## src/rtl/hazard_scoreboard.sv

```systemverilog
// hazard_scoreboard: forwarding select, data-hazard stall, multi-cycle
// scoreboard with an in-flight op counter and post-completion hold.
//
// Ports:
//   clk, rst_n        clock, synchronous active-low reset
//   rs*_d, rd_d, ...  decode-stage operand and destination info
//   rs*_e, rd_e, ...  execute-stage operand info, load flag
//   fwd_rd, fwd_we    packed destination and write-enable per source
//   mc_issue*, mc_done*  multi-cycle issue and writeback events
//   branch_taken      redirect from EX
//   mem_ready_m       D-cache ready
//   stall, flush      hazard stall and redirect flush
//   mc_stall          hold for multi-cycle completion
//   cache_stall       hold for the D-cache
//   fwd_rs1/fwd_rs2   0 = regfile, k = source k-1
//   sb_pending        pending-write bits (bit 0 always 0)
//   mc_count          in-flight multi-cycle ops
//
// Optional: define HAZARD_PERF_EN to add perf_stall_cyc and
// perf_flush_cnt counters.
module hazard_scoreboard #(
    parameter int NUM_FWD     = 3,
    parameter int MAX_OUT     = 2,
    parameter int HOLD_CYCLES = 1,
    localparam int SELW = $clog2(NUM_FWD + 1),
    localparam int CW   = $clog2(MAX_OUT + 1)
) (
    input  logic                 clk,
    input  logic                 rst_n,
    input  logic [4:0]           rs1_d,
    input  logic [4:0]           rs2_d,
    input  logic                 rs1_used_d,
    input  logic                 rs2_used_d,
    input  logic [4:0]           rd_d,
    input  logic                 rd_used_d,
    input  logic                 mc_op_d,
    input  logic [4:0]           rs1_e,
    input  logic [4:0]           rs2_e,
    input  logic                 rs1_used_e,
    input  logic                 rs2_used_e,
    input  logic [4:0]           rd_e,
    input  logic                 load_e,
    input  logic [5*NUM_FWD-1:0] fwd_rd,
    input  logic [NUM_FWD-1:0]   fwd_we,
    input  logic                 mc_issue,
    input  logic [4:0]           mc_issue_rd,
    input  logic                 mc_done,
    input  logic [4:0]           mc_done_rd,
    input  logic                 branch_taken,
    input  logic                 mem_ready_m,
    output logic                 stall,
    output logic                 flush,
    output logic                 mc_stall,
    output logic                 cache_stall,
    output logic [SELW-1:0]      fwd_rs1,
    output logic [SELW-1:0]      fwd_rs2,
    output logic [31:0]          sb_pending,
    output logic [CW-1:0]        mc_count
`ifdef HAZARD_PERF_EN
    ,
    output logic [31:0]          perf_stall_cyc,
    output logic [31:0]          perf_flush_cnt
`endif
);

    localparam logic [CW-1:0] MAX_C  = CW'(MAX_OUT);
    localparam logic [3:0]    HOLD_C = 4'(HOLD_CYCLES);

    logic [31:0]   sb_q, sb_d;
    logic [CW-1:0] cnt_q, cnt_d;
    logic [3:0]    hold_q, hold_d;

    logic load_use, sb_raw, sb_waw, cap_full;
    logic busy_e, acc_issue, dec_ok, sb_set;

    // Forwarding: scan oldest to youngest so the youngest match wins.
    always_comb begin
        fwd_rs1 = '0;
        fwd_rs2 = '0;
        for (int k = NUM_FWD - 1; k >= 0; k--) begin
            if (fwd_we[k] && fwd_rd[k*5 +: 5] == rs1_e)
                fwd_rs1 = SELW'(k + 1);
            if (fwd_we[k] && fwd_rd[k*5 +: 5] == rs2_e)
                fwd_rs2 = SELW'(k + 1);
        end
        if (!rs1_used_e || rs1_e == 5'd0)
            fwd_rs1 = '0;
        if (!rs2_used_e || rs2_e == 5'd0)
            fwd_rs2 = '0;
    end

    assign load_use = load_e && rd_e != 5'd0 &&
                      ((rs1_used_d && rd_e == rs1_d) ||
                       (rs2_used_d && rd_e == rs2_d));
    assign sb_raw   = (rs1_used_d && sb_q[rs1_d]) ||
                      (rs2_used_d && sb_q[rs2_d]);
    assign sb_waw   = rd_used_d && sb_q[rd_d];
    assign cap_full = mc_op_d && cnt_q == MAX_C;

    assign flush       = branch_taken;
    // Instruction in ID is dead on a redirect; no point stalling it.
    assign stall       = (load_use || sb_raw || sb_waw || cap_full) &&
                         !flush;
    assign cache_stall = !mem_ready_m;

    assign busy_e   = (rs1_used_e && sb_q[rs1_e]) ||
                      (rs2_used_e && sb_q[rs2_e]);
    assign mc_stall = (cnt_q != '0 && busy_e) || hold_q != 4'd0;

    assign acc_issue = mc_issue && !flush;
    assign sb_set    = acc_issue && mc_issue_rd != 5'd0;
    // x0 issues are counted but never tracked, so a done on x0
    // must still retire one of them.
    assign dec_ok    = mc_done &&
                       (sb_q[mc_done_rd] || mc_done_rd == 5'd0);

    always_comb begin
        sb_d = sb_q;
        if (mc_done)
            sb_d[mc_done_rd] = 1'b0;
        // Set after clear: a new issue owns the register.
        if (sb_set)
            sb_d[mc_issue_rd] = 1'b1;
        sb_d[0] = 1'b0;
    end

    always_comb begin
        cnt_d = cnt_q;
        if (acc_issue && !dec_ok && cnt_q != MAX_C)
            cnt_d = cnt_q + 1'b1;
        else if (!acc_issue && dec_ok && cnt_q != '0)
            cnt_d = cnt_q - 1'b1;
    end

    always_comb begin
        hold_d = hold_q;
        if (mc_done)
            hold_d = HOLD_C;
        else if (hold_q != 4'd0)
            hold_d = hold_q - 4'd1;
    end

    always_ff @(posedge clk) begin
        if (!rst_n) begin
            sb_q   <= '0;
            cnt_q  <= '0;
            hold_q <= '0;
        end else begin
            sb_q   <= sb_d;
            cnt_q  <= cnt_d;
            hold_q <= hold_d;
        end
    end

    assign sb_pending = sb_q;
    assign mc_count   = cnt_q;

`ifdef HAZARD_PERF_EN
    logic [31:0] pstall_q, pflush_q;

    always_ff @(posedge clk) begin
        if (!rst_n) begin
            pstall_q <= '0;
            pflush_q <= '0;
        end else begin
            if (stall || mc_stall || cache_stall)
                pstall_q <= pstall_q + 32'd1;
            if (flush)
                pflush_q <= pflush_q + 32'd1;
        end
    end

    assign perf_stall_cyc = pstall_q;
    assign perf_flush_cnt = pflush_q;
`endif

endmodule

```

## config.mk

```make
export PLATFORM = sky130hd
export DESIGN_NAME = hazard_scoreboard
export DESIGN_NICKNAME = d
export VERILOG_FILES = /design/src/rtl/hazard_scoreboard.sv
export SDC_FILE = /design/constraint.sdc
export NUM_CORES = 1
export LEC_CHECK = 0
export ABC_AREA = 1
export BUFFER_PORTS_ARGS = -buffer_cell sky130_fd_sc_hd__buf_2
export CAP_MARGIN = 20
export CORE_MARGIN = 1
export CORE_UTILIZATION = 40
export DETAILED_ROUTE_END_ITERATION = 12
export PLACE_DENSITY_LB_ADDON = 0.2
export SLEW_MARGIN = 0
export SYNTH_ARGS = -nofsm -noshare
export SYNTH_HDL_FRONTEND = slang
export SYNTH_SLANG_ARGS = --single-unit
```

## constraint.sdc

```tcl
create_clock -name clk -period 1.4 [get_ports clk]
set_input_delay 0.21 -clock clk [delete_from_list [all_inputs] [get_ports clk]]
set_output_delay 0.21 -clock clk [all_outputs]
set_load 0.05 [all_outputs]
```

==> flow_metrics.tcl, run 1 <==
set metrics [dict create \
    first_pass_iters 5 \
    tightest_slew_ns 0.491 \
    setup_ws_ns -0.686 \
    max_freq_ghz 0.479 \
    fp.dieH_um 103 \
    wl_met3_mm 1.85 \
    ios 113 \
    p_sw_frac 0.368 \
    finalCritPeriodShare 1.49 \
    drtIter0Drc 484 \
    cts-root-buf "clkbuf_8" \
    crit_arrival_ns 1.88 \
    cts_max_path_buffers 2 \
    grt-ovfl-total 0 \
    fin_setup_tns_ns -2.45 \
    drtAntennaViolNets 0 \
    grt.total_usage 0.349 \
    relSlewSlack 0.670 \
    vias 6174 \
    synth_ff_type "dfxtp_1" \
    ys_ff_latch 37 \
    die-area_mm2 0.0106 \
    gp_congestion 1.02 \
    rows 36 \
    power_density_mw_per_mm2 510 \
    final_cell_mix "173 x nand2_1, 125 x buf_4, 98 x buf_2, 97 x nand3_1, 92 x a21oi_1" \
    synth_top_area_frac 0.182 \
    cp.required_ns 1.19 \
    pwr-share-comb 0.428 \
    p_sw_w 0.00123 \
    stdcell_area_mm2 0.00653 \
    maxSlewViolCount 0 \
    ir_drop_v 0.000660 \
    setup_viol 8 \
    tritoncts "built" \
    rsz0062_at_grt "true" \
    place.detailed.hpwl_mm 13.9 \
    path_clk_slew_ns 0.08 \
    min_path_type "input port to flop" \
    min_period_ns 2.09 \
    synth_cells 741 \
    die_w_um 103 \
    synth.largest_area_cell "dfxtp_1" \
    synth_nets 814 \
    synth.distinct_cells 33 \
    portBuffers 111 \
    cp_max_fo 5 \
    ys_seq_area_frac 0.182 \
    routed_wl_mm 18.7 \
    insertedDiodeCount 0 \
    synth_edf_count 0 \
    status "finished, violations left" \
    crit_path_end_kind "primary output" \
    yosys-top-cells-area "dfxtp_1 18%, nand2_1 17%, nand3_1 12%, a21oi_1 12%, o21ai_0 11%" \
    insertion_delay_ns 0.29 \
    internal_power_w 0.00211 \
    core_area_mm2 0.00982 \
    synth_area_mm2 0.00407 \
    routed.top_layer "met4" \
    drc 0 \
    violations "negative setup slack" \
    start_util 0.415 \
    drive_above_1_share 0.372 \
    area_delta_synth_final_pct 60.5 \
    yosysWarnings 0 \
    async_flop_share 0 \
    p_clk_frac 0.253 \
    antenna_found_initial 0 \
    met1_length_mm 7.43 \
    critPathLaunchType "flop" \
    layout_commonest_cell "nand2_1" \
    power_frac_seq 0.319 \
    skew_ns 0.00932 \
    grt_pass1_vias 5591 \
    path_class "flop to primary output" \
    grt_pass1_wl_mm 28.1 \
    route.met2.wl_mm 8.44 \
    h-tree-depth 2 \
    final_nets 1051 \
    p_leak_nw 3.08 \
    viasPerCell 5.55 \
    grt_max_degree 33 \
    hold_violations 0 \
    cap_viol_max_count 0 \
    ctsHoldBuffers 0 \
    cts_sinks 37 \
    place_area_mm2 0.00592 \
    wl_per_cell_um 16.8 \
    syn_avg_cell_area_um2 5.49 \
    numCtsBuffers 5 \
]
==> final timing paths <==
path	startpoint	to	slack (ns)	cells past startpoint
worst min-delay path	rst_n	mc_count[0]	0.17	3
worst max register to register	sb_pending[27]	mc_count[0]	-0.26	15
worst max-delay path	sb_pending[10]	mc_stall	-0.69	11
worst min register to register	hold_q[0]	hold_q[0]	0.47	2
==> metal layers <==
layer,GRT usage,up-vias
li1,-,3005
met3,0.0508,67
met5,0,-
met2,0.580,333
met4,0.181,0
met1,0.439,2769
==> power groups by stage <==
stage                     sequential (W)  clock, W  combinational, W
final                            0.00106  0.000844           0.00143
after global routing             0.00106  0.000889           0.00154
after CTS                        0.00107  0.000851           0.00138
after detailed placement         0.00109         0           0.00124
after global placement           0.00109         0           0.00121
after floorplan                  0.00113         0          0.000682
==> flip-flops by register name, summed over array words and instances, names as in the netlist <==
register,cells
hold_q,4
sb_pending,31
mc_count,2
==> cell families (layout without fill, tap and decap cells) <==
kind of cell / count (synthesis) / count (layout) / share of synthesized area
other: 1 / 1 / 0.000921
XOR/XNOR: 8 / 8 / 0.0172
AO/OA/AOI/OAI: 228 / 228 / 0.302
adder cells (fa/ha/maj): 2 / 2 / 0.00615
AND/OR/NAND/NOR: 340 / 340 / 0.361
flip-flops: 37 / 37 / 0.182
buffers and inverters: 125 / 363 / 0.131
==> critical path, cell delays in order, from the launching register on <==
cell and delay (ns):
dfxtp_4 0.36, clkinvlp_4 0.17, a21oi_2 0.16, o21ai_1 0.09
nand3_1 0.12, nand3_1 0.10, nand3_1 0.10, nand3_2 0.09
nand2_2 0.12, nand2_2 0.07, nand2_4 0.07, buf_8 0.13
==> metrics by stage <==
stage / power (W) / utilization / setup WS [ns] / std cells / hold slack (ns)
3_3_place_gp: 0.00230 / 0.603 / -0.468 / 1083 / 0.455
5_1_grt: 0.00349 / 0.665 / -0.709 / 1112 / 0.179
6_report: 0.00333 / 0.665 / -0.686 / 1112 / 0.172
2_1_floorplan: 0.00181 / - / -0.327 / 741 / 0.330
4_1_cts: 0.00329 / 0.656 / -0.596 / 1112 / 0.164
3_5_place_dp: 0.00233 / 0.603 / -0.479 / 1083 / 0.461
==> area by class of cell <==
class,instances,area (um2)
fillers,955,3290
clock inverters,1,5.00
repair buffers,263,2050
clock buffers,7,97.6
inverters,89,370
repair inverters,3,22.5
well taps,133,166
multi-input cells,579,2990
flip-flops and latches,37,830
==> cell usage after synthesis, types with 2 or more instances <==
cell / n
nand3_1: 101
xor2_1: 7
dfxtp_1: 37
a221oi_1: 8
a21oi_1: 98
nor4_1: 2
inv_2: 2
o21ai_0: 91
inv_1: 86
o22ai_1: 15
nand3b_1: 2
nor2_1: 23
buf_6: 2
buf_4: 5
buf_2: 11
clkbuf_1: 17
nand2_1: 183
ha_1: 2
nor3_1: 21
o211ai_1: 12
nand2_2: 3
nand4_1: 2
==> repair_timing <==
item,CTS,global route
gates cloned,5,0
setup buffers,16,0
gates resized for setup,80,26
pin swaps,22,9
endpoints found under the hold margin,0,0
endpoints found under the setup margin,8,11
Power figures use the tool's default switching activity.
==> inputs of run 2 (changes only) <==
- RECOVER_POWER: default -> 100
==> run 2 against run 1 <==
Net effect: sequential share of layout area barely moved; register-to-register slack hardly changed; the run still ends with negative setup slack left; critical endpoint unchanged; global-route usage is the same; power is 0.43% lower; largest cell class unchanged.
==> flow_metrics.tcl, run 2 (synthesized netlist as in run 1, its figures left out) <==
set metrics [dict create \
    viasPerCell 5.58 \
    nFillCells 962 \
    core_area_mm2 0.00982 \
    vias 6204 \
    largest_reg_flops 31 \
    violations "negative setup slack" \
    die-area_mm2 0.0106 \
    h-tree-depth 2 \
    skew_ns 0.00718 \
    ios 113 \
    dp_cells 1083 \
    grt_pass1_wl_mm 28.1 \
    insertion_delay_ns 0.29 \
    drtAntennaViolNets 0 \
    regArea_um2 830 \
    start_util 0.415 \
    power_density_mw_per_mm2 510 \
    p_clk_frac 0.253 \
    rsz0062_at_grt "true" \
    final_nets 1051 \
    drc 0 \
    crit_arrival_ns 1.88 \
    cts_sinks 37 \
    crit_path_end_kind "primary output" \
    cap_viol_max_count 0 \
    die_w_um 103 \
    max_freq_ghz 0.478 \
    grt_pass1_vias 5591 \
    layout_commonest_cell "nand2_1" \
    status "finished, violations left" \
    cts_max_path_buffers 2 \
    pwr-share-comb 0.427 \
    fin_setup_tns_ns -2.51 \
    place.detailed.hpwl_mm 13.9 \
    routed_wl_mm 18.7 \
    drive_above_1_share 0.368 \
    min_period_ns 2.09 \
    final_cell_count_no_fill 1112 \
    multi_input_area_mm2 0.00299 \
    gp_congestion 1.02 \
    fp.dieH_um 103 \
    grt-ovfl-total 0 \
    final_cell_mix "173 x nand2_1, 118 x buf_4, 97 x nand3_1, 92 x a21oi_1, 84 x o21ai_0" \
    antenna_found_initial 0 \
    grt_max_degree 33 \
    tritoncts "built" \
    p_sw_w 0.00122 \
    relSlewSlack 0.611 \
    maxSlewViolCount 0 \
    area_delta_synth_final_pct 59.9 \
    path_class "flop to primary output" \
    tightest_slew_ns 0.586 \
    power_frac_seq 0.320 \
    critPathLaunchType "flop" \
    numCtsBuffers 5 \
    grt.total_usage 0.349 \
    insertedDiodeCount 0 \
    internal_power_w 0.00210 \
    cp.required_ns 1.19 \
    p_leak_nw 3.04 \
    ir_drop_v 0.000661 \
    p_sw_frac 0.367 \
    cp_max_fo 5 \
    drtIter0Drc 477 \
    path_clk_slew_ns 0.08 \
    min_path_type "input port to flop" \
    r2r_setup_slack_ns -0.26 \
    finalCritPeriodShare 1.50 \
    hold_violations 0 \
    rows 36 \
    setup_ws_ns -0.693 \
    timing.hold.ws_ns 0.175 \
    wl_per_cell_um 16.8 \
    first_pass_iters 5 \
    cts-root-buf "clkbuf_8" \
    setup_viol 10 \
    portBuffers 111 \
]
==> run 2: cell types whose count changed in the layout (fill, tap and decap cells not counted), sizes merged <==
cell,previous run,this run
clkbuf,7,45
buf,263,225
==> run 2: final timing paths <==
| check | cells past startpoint | start | endpoint |
|---|---|---|---|
| min reg2reg | 2 | hold_q[0] | hold_q[0] |
| max | 11 | sb_pending[10] | mc_stall |
| min | 3 | rst_n | mc_count[0] |
| max reg2reg | 15 | sb_pending[7] | mc_count[0] |
==> run 2: routing by layer <==
metal  share of wire  GRT usage
met1            0.40      0.439
met5               0          0
met2            0.45      0.580
met4           0.051      0.181
met3           0.093     0.0508
==> run 2: worst max-delay path, cell delays in order (launching register included) <==
cell and delay, ns:
dfxtp_4 0.36, clkinvlp_4 0.18, a21oi_2 0.16, o21ai_1 0.09
nand3_1 0.12, nand3_1 0.10, nand3_1 0.10, nand3_2 0.09
nand2_2 0.12, nand2_2 0.08, nand2_4 0.07, buf_8 0.13
==> run 2: timing repair <==
action	CTS	global route
cloned	5	0
hold buffers	0	0
pin swaps	22	9
gates resized for setup	80	26
setup endpoints to repair	8	11
buffers inserted	16	0
==> run 2: metrics by stage <==
| step | util | cell area [um2] | power [W] | worst slack [ns] |
|---|---|---|---|---|
| final | 0.663 | 6510 | 0.00332 | -0.693 |
| after global routing | 0.663 | 6510 | 0.00348 | -0.709 |
| after CTS | 0.656 | 6440 | 0.00329 | -0.596 |
| after detailed placement | 0.603 | 5920 | 0.00233 | -0.479 |
| after global placement | 0.603 | 5920 | 0.00230 | -0.468 |
| after floorplan | - | 4260 | 0.00181 | -0.327 |
==> run 2: final cells by class <==
class / instances / area share
inverters: 89 / 0.0569
clock buffers: 7 / 0.0150
multi-input cells: 579 / 0.459
flip-flops and latches: 37 / 0.127
repair inverters: 3 / 0.00346
well taps: 133 / 0.0256
repair buffers: 263 / 0.312
clock inverters: 1 / 0.000769
==> run 2: power by group through the flow <==
stage / combinational, W / sequential, W / clock, W
CTS: 0.00138 / 0.00107 / 0.000851
global placement: 0.00121 / 0.00109 / 0
global route: 0.00153 / 0.00106 / 0.000889
floorplan: 0.000682 / 0.00113 / 0
detailed placement: 0.00124 / 0.00109 / 0
finish: 0.00142 / 0.00106 / 0.000838
